**src/rtl/sipo_rx_ctrl.sv**
```systemverilog
// rtl/sipo_rx_ctrl.sv - control FSM for an external MSB-first SIPO shift register
// Counts incoming bits, captures each finished word into a one-deep output register, flags errors.
module sipo_rx_ctrl #(
  parameter int WIDTH      = 8,
  parameter bit CONTINUOUS = 1'b0
) (
  input  logic                     clk,
  input  logic                     rst_n,
  input  logic                     frame_start,
  input  logic                     bit_valid,
  output logic                     sipo_shift_en,
  input  logic [WIDTH-1:0]         sipo_data,
  output logic [WIDTH-1:0]         out_data,
  output logic                     out_valid,
  input  logic                     out_ready,
  output logic [$clog2(WIDTH)-1:0] bit_cnt,
  output logic                     busy,
  output logic                     overrun,
  output logic                     sync_err,
  input  logic                     err_clr
);

  localparam int CW = $clog2(WIDTH);
  localparam logic [CW-1:0] CNT_ONE  = CW'(1);
  localparam logic [CW-1:0] CNT_LAST = CW'(WIDTH - 1);

  typedef enum logic [1:0] {IDLE, SHIFT, CAPTURE} state_t;

  state_t        state, state_nxt;
  logic [CW-1:0] cnt_nxt;
  logic          shift_en;
  logic          sync_set;
  logic          capture_ok;
  logic          overrun_set;

  assign capture_ok  = (state == CAPTURE) && (!out_valid || out_ready);
  assign overrun_set = (state == CAPTURE) && out_valid && !out_ready;
  assign busy        = (state != IDLE);

  always_comb begin
    state_nxt = state;
    cnt_nxt   = bit_cnt;
    shift_en  = 1'b0;
    sync_set  = 1'b0;
    case (state)
      IDLE: begin
        if (frame_start) begin
          shift_en  = bit_valid;
          state_nxt = SHIFT;
          cnt_nxt   = bit_valid ? CNT_ONE : '0;
        end
      end
      SHIFT: begin
        shift_en = bit_valid;
        // A new frame_start restarts the word even if this bit would have completed it.
        if (frame_start) begin
          sync_set = 1'b1;
          cnt_nxt  = bit_valid ? CNT_ONE : '0;
        end else if (bit_valid) begin
          if (bit_cnt == CNT_LAST) begin
            state_nxt = CAPTURE;
            cnt_nxt   = '0;
          end else begin
            cnt_nxt = bit_cnt + CNT_ONE;
          end
        end
      end
      CAPTURE: begin
        if (CONTINUOUS || frame_start) begin
          shift_en  = bit_valid;
          state_nxt = SHIFT;
          cnt_nxt   = bit_valid ? CNT_ONE : '0;
        end else begin
          state_nxt = IDLE;
          cnt_nxt   = '0;
        end
      end
      default: begin
        state_nxt = IDLE;
        cnt_nxt   = '0;
      end
    endcase
  end

  assign sipo_shift_en = shift_en && rst_n;

  always_ff @(posedge clk) begin
    if (!rst_n) begin
      state     <= IDLE;
      bit_cnt   <= '0;
      out_data  <= '0;
      out_valid <= 1'b0;
      overrun   <= 1'b0;
      sync_err  <= 1'b0;
    end else begin
      state   <= state_nxt;
      bit_cnt <= cnt_nxt;
      if (capture_ok) begin
        out_data  <= sipo_data;
        out_valid <= 1'b1;
      end else if (out_ready) begin
        out_valid <= 1'b0;
      end
      if (overrun_set) overrun <= 1'b1;
      else if (err_clr) overrun <= 1'b0;
      if (sync_set) sync_err <= 1'b1;
      else if (err_clr) sync_err <= 1'b0;
    end
  end

endmodule

```
**config.mk**
```make
export PLATFORM = sky130hd
export DESIGN_NAME = sipo_rx_ctrl
export DESIGN_NICKNAME = d
export VERILOG_FILES = /design/src/rtl/sipo_rx_ctrl.sv
export SDC_FILE = /design/constraint.sdc
export NUM_CORES = 1
export LEC_CHECK = 0
export CORE_MARGIN = 1
export CORE_UTILIZATION = 31
export CTS_BUF_LIST = sky130_fd_sc_hd__clkbuf_4 sky130_fd_sc_hd__clkbuf_8
export CTS_CLUSTER_DIAMETER = 40
export CTS_CLUSTER_SIZE = 14
export DETAILED_ROUTE_END_ITERATION = 10
export GPL_ROUTABILITY_DRIVEN = 0
export SETUP_SLACK_MARGIN = 0.2
export SYNTH_ARGS = -nofsm -noshare
export SYNTH_HDL_FRONTEND = slang
export SYNTH_SLANG_ARGS = --single-unit
```
**constraint.sdc**
```tcl
create_clock -name clk -period 1.1 [get_ports clk]
set_input_delay 0.11 -clock clk [delete_from_list [all_inputs] [get_ports clk]]
set_output_delay 0.11 -clock clk [all_outputs]
set_load 0.02 [all_outputs]
```
==> impl_metrics.py, run 1 <==
metrics = {
    "timing": {
        "setup_tns_ns": -1.21,
        "slew_viol_final": 0,
        "hold_viol": 0,
        "min_period_ns": 1.24,
        "fin_crit_sh_pct": 113,
        "rsz0062_at_grt": "yes",
        "fmax_mhz": 805,
        "tightest_slew_ns": 0.424,
        "fin_worst_skew_ns": 0.00838,
        "relSlewSlack_pct": 71.6,
        "setup_violations": 15,
        "worst_slack_ns": -0.143,
    },
    "synthesis": {
        "ys_seq_area_share_pct": 46.4,
        "synth_top_cell_by_area": "dfxtp_1",
        "syn_inst": 82,
        "synth_area_leaders": "dfxtp_1 46%, a21oi_1 11%, nand3_1 7.2%",
        "yosysMostFrequentCell": "dfxtp_1",
        "ys_warn_count": 0,
        "ys_seq_elements": 16,
        "synth_edf_count": 0,
        "synthesis.nets": 98,
        "avgSynthCellArea_um2": 8.42,
        "synth_cell_types": 24,
        "synthTopCellsByCount": "16 x dfxtp_1, 15 x a21oi_1, 10 x nand3_1",
        "yosysTopAreaCellShare_pct": 46.4,
        "ys_async_sr_fraction_pct": 0,
        "synth_area_um2": 691,
        "ys.flop_type": "dfxtp_1",
    },
    "clock_network": {
        "h-tree-depth": 1,
        "clock_path_buffers": 2,
        "clock-root-buffer": "clkbuf_4",
        "cts_tree": "yes",
        "clk_latency_ns": 0.29,
        "cts_hold_buf": 0,
        "cts_buffers": 3,
        "cts.sinks": 16,
        "clk_pin_slew_ns": 0.10,
    },
    "floorplan": {
        "die_h_um": 49.2,
        "rows": 16,
        "start_util_pct": 34.2,
        "core-area_um2": 2020,
        "die_w_um": 49.2,
        "dieArea_um2": 2420,
        "ios": 30,
    },
    "global_routing": {
        "grt-ovfl-total": 0,
        "grt_start_max_net_pins": 14,
        "grtUsageMet2_pct": 34.2,
        "grt_pass1_vias": 821,
        "grt_pass1_wl_um": 3770,
        "grt_antenna_before_repair": 0,
        "grt_usage_pct": 20.1,
        "gr-usage-met3_pct": 5.92,
        "grt_use_met1_pct": 25.0,
        "busiest_layer": "met2",
    },
    "final_layout": {
        "fillerInstances": 154,
        "final_area_um2": 1530,
        "areaGrowthSynthToFinish_pct": 121,
        "antenna_cells": 0,
        "drive_gt1_share_pct": 71.6,
        "nets": 151,
        "multiInputGateArea_um2": 552,
        "seq_area_um2": 353,
    },
    "power": {
        "powerDensity_nw_per_um2": 784,
        "peakVddDrop_uv": 774,
        "cellLeakagePower_nw": 0.561,
    },
    "setup_path": {
        "criticalPathCategory": "register to register",
        "r2r_cells": 5,
        "worstPathMaxFanout": 2,
        "start_kind": "register",
        "required_ns": 1.30,
        "endpoint_kind": "register",
        "rrSetupSlack_ns": -0.14,
        "r2r_end": "bit_cnt[0]",
        "critPathArrivalTime_ns": 1.44,
        "timing.rr.start": "bit_cnt[1]",
    },
    "worst_hold_path": {
        "worstHoldPathType": "input port to register",
        "hold_depth": 3,
        "hp-start": "sipo_data[5]",
        "min_to": "out_data[5]",
    },
    "route": {
        "vias_per_cell": 4.94,
        "vias": 796,
        "antenna_left": 0,
        "wl_um": 2300,
        "drt_first_pass_iters": 4,
        "avgRoutedWirePerCell_um": 14.3,
        "drcViolationCount": 0,
        "drt_iter0_drc": 3,
    },
    "outcome": {
        "violations": "negative setup slack",
        "status": "finished, violations left",
    },
    "place": {
        "io_buffers": 29,
        "preCtsSetupSlack_ns": -0.434,
        "dpl.hpwl_um": 1420,
        "place_area_um2": 1220,
    },
    "flow_run": {
        "cap_violations": 0,
    },
}
-- worst max-delay path, cell delays in order, from the launching register on --
cell	delay (ns)
dfxtp_4	0.36
ha_4	0.16
ha_4	0.15
nor3b_2	0.16
o21ai_1	0.08
a221oi_2	0.24
-- cell families (layout without fill, tap and decap cells) --
kind of cell               count (synthesis)  count (layout)  share of synthesized area, %
AOI/OAI and AO/OA                         26              26                          19.7
adders and majority gates                  2               2                          3.62
buffers and inverters                      7              58                          4.71
DFF                                       16              16                          46.4
and+or+nand+nor                           31              32                          25.5
-- metal layers --
layer,share of wire (%),vias up
met4,1.2,0
li1,-,398
met2,51,18
met5,0,-
met1,44,375
met3,3.8,5
-- placed cells by master (no fill, tap or decap), drive strengths merged --
cell type	n
a211oi	1
a21oi	15
a221oi	1
and2b	1
buf	38
clkbuf	5
clkdlybuf4s50	13
dfxtp	16
ha	2
inv	2
nand2	5
nand2b	5
nand3	10
nand3b	3
nor2	1
nor2b	2
nor3b	1
nor4	1
o21ai	9
or2	1
or2b	1
or3	1
-- final cells by class --
type | instances | area share [%]
Tap cell | 27 | 2.21
Multi-Input combinational cell | 60 | 36.1
Inverter | 2 | 0.492
Clock buffer | 4 | 2.38
Sequential cell | 16 | 23.1
Timing Repair Buffer | 52 | 35.7
-- per-stage QoR --
stage,hold WS (ns),util [%],power (W),cells
final,0.384,75.5,0.00120,161
after global routing,0.396,75.5,0.00125,161
after CTS,0.386,70.3,0.00119,158
after detailed placement,0.463,60.5,0.000768,146
after global placement,0.462,60.5,0.000765,146
after floorplan,0.188,-,0.000667,82
-- how the worst max path moves through the flow --
stage                                to         from
after global routing         bit_cnt[0]   bit_cnt[1]
after global placement    sipo_shift_en  frame_start
final                        bit_cnt[0]   bit_cnt[1]
after detailed placement  sipo_shift_en  frame_start
after floorplan              bit_cnt[0]   bit_cnt[0]
after CTS                    bit_cnt[0]   bit_cnt[0]
-- where the power goes --
| group | switching, W | leakage, nW | internal (W) | total (W) |
|---|---|---|---|---|
| logic | 0.0000885 | 0.402 | 0.000131 | 0.000220 |
| registers | 0.00000848 | 0.139 | 0.000578 | 0.000586 |
| clock network | 0.000189 | 0.0210 | 0.000202 | 0.000391 |
| total | 0.000286 | 0.561 | 0.000911 | 0.00120 |
-- flip-flops by register name, indices dropped and copies added, names as in the netlist --
register	cells
bit_cnt	3
out_data	8
out_valid	1
overrun	1
state	2
sync_err	1
-- repair_timing --
action	4_1_cts	5_1_grt
hold endpoints to repair	0	0
setup endpoints to repair	31	29
gates cloned	2	0
gates resized for setup	114	27
pin swaps	10	10
setup buffers	6	3
Power figures use the tool's default switching activity.
==> run 2: changes to the inputs <==
clock period = 1.2 ns   (was 1.1 ns; I/O delays follow)
==> impl_metrics.py, run 2 (synthesis results as in run 1) <==
metrics = {
    "setup_path": {
        "critPathArrivalTime_ns": 1.45,
        "crit_chain": "ha_4 -> ha_4 -> nor3b_2 -> o21ai_1 -> a221oi_2",
        "crit_family": "flip-flops",
        "worstPathMaxFanout": 2,
        "timing.rr.start": "bit_cnt[1]",
        "cpPeakStageDelay_ns": 0.36,
        "cp_num_buf_inv": 0,
        "criticalPathCategory": "register to register",
        "required_ns": 1.40,
        "crit_top_cell": "ha_4",
        "crit_slowest_cell": "dfxtp_4",
        "endpoint_kind": "register",
        "start_kind": "register",
        "rrSetupSlack_ns": -0.05,
        "critPathLaunch": "bit_cnt[1]",
    },
    "final_layout": {
        "antenna_cells": 0,
        "final_common_cell": "clkdlybuf4s50_1",
        "largest_reg_flops": 8,
        "top_regs": "out_data x8, bit_cnt x3, state x2",
        "regMostFlops": "out_data",
        "mostFrequentLayoutCells": "13 x clkdlybuf4s50_1, 12 x a21oi_2, 12 x buf_2, 11 x buf_4, 10 x dfxtp_1",
        "final_core_util_pct": 65.2,
        "drive_gt1_share_pct": 63.0,
        "nets": 144,
        "areaGrowthSynthToFinish_pct": 90.8,
    },
    "timing": {
        "worst_slack_ns": -0.0458,
        "tightest_slew_ns": 0.268,
        "slew_viol_final": 0,
        "rsz0062_at_grt": "yes",
        "fin_worst_skew_ns": 0.00279,
        "hold_ws_ns": 0.405,
        "min_period_ns": 1.25,
        "setup_violations": 2,
        "fin_crit_sh_pct": 104,
        "fmax_mhz": 803,
        "relSlewSlack_pct": 82.1,
        "setup_tns_ns": -0.0806,
        "hold_viol": 0,
    },
    "clock_network": {
        "cts_buffers": 3,
        "clk_pin_slew_ns": 0.09,
        "clk_latency_ns": 0.28,
        "clock-root-buffer": "clkbuf_4",
        "cts_tree": "yes",
        "cts_hold_buf": 0,
        "cts.sinks": 16,
        "h-tree-depth": 1,
        "clock_path_buffers": 2,
    },
    "floorplan": {
        "ios": 30,
        "rows": 16,
        "core-area_um2": 2020,
        "dieArea_um2": 2420,
        "die_w_um": 49.2,
        "die_h_um": 49.2,
        "start_util_pct": 34.2,
    },
    "power": {
        "peakVddDrop_uv": 536,
        "total_power_w": 0.00107,
        "powerDensity_nw_per_um2": 815,
        "cellLeakagePower_nw": 0.497,
    },
    "worst_hold_path": {
        "worstHoldPathType": "input port to register",
        "hp-start": "sipo_data[0]",
    },
    "global_routing": {
        "grt-ovfl-total": 0,
        "grt_pass1_vias": 713,
        "grt_antenna_before_repair": 0,
        "grt_start_max_net_pins": 14,
        "grt_usage_pct": 16.8,
        "grt_pass1_wl_um": 3110,
    },
    "route": {
        "drcViolationCount": 0,
        "wl_um": 1970,
        "drt_iter0_drc": 1,
        "drt_first_pass_iters": 3,
        "antenna_left": 0,
        "vias_per_cell": 4.81,
        "avgRoutedWirePerCell_um": 12.8,
        "vias": 740,
    },
    "outcome": {
        "violations": "negative setup slack",
        "status": "finished, violations left",
    },
    "flow_run": {
        "cap_violations": 0,
    },
    "place": {
        "io_buffers": 29,
        "dpl.hpwl_um": 1250,
    },
}
## run 2: final timing paths
check / end / cells after the start
max: bit_cnt[0] / 5
min: out_data[0] / 3
max reg2reg: bit_cnt[0] / 5
min reg2reg: out_data[0] / 2
## run 2: worst min-delay path, stage by stage
cell and delay (ns):
clkdlybuf4s50_1 0.41, nand3_2 0.08, a21oi_2 0.04
## run 2: per-stage QoR
stage / std cells / worst slack, ns / area, um2
global route: 154 / -0.133 / 1320
floorplan: 82 / -0.0207 / 738
CTS: 153 / -0.0628 / 1300
detailed placement: 144 / -0.324 / 1120
finish: 154 / -0.0458 / 1320
global placement: 144 / -0.311 / 1120
## run 2: where the power goes
part           total [W]  leakage, nW  internal, W  switching, W
Sequential      0.000541        0.133     0.000532    0.00000881
Combinational   0.000182        0.343     0.000110     0.0000727
Clock           0.000351       0.0210     0.000185      0.000166
## run 2: timing repair
item / in CTS / in global routing
resized for setup: 92 / 32
pin swaps: 15 / 9
cloned: 1 / 0
buffers inserted: 4 / 1
endpoints found under the setup margin: 31 / 27
## run 2: layout make-up
type | count | area [um2]
multi-input combinational | 60 | 528
sequential | 16 | 338
inverter | 2 | 7.51
tap | 27 | 33.8
clock buffer | 4 | 36.3
fill | 188 | 704
timing repair buffer | 45 | 374
## run 2: routing by layer
metal,wire length [um],GRT usage [%]
met5,0,0
met3,94,2.80
met2,960,29.7
met1,901,19.5
met4,18,7.35
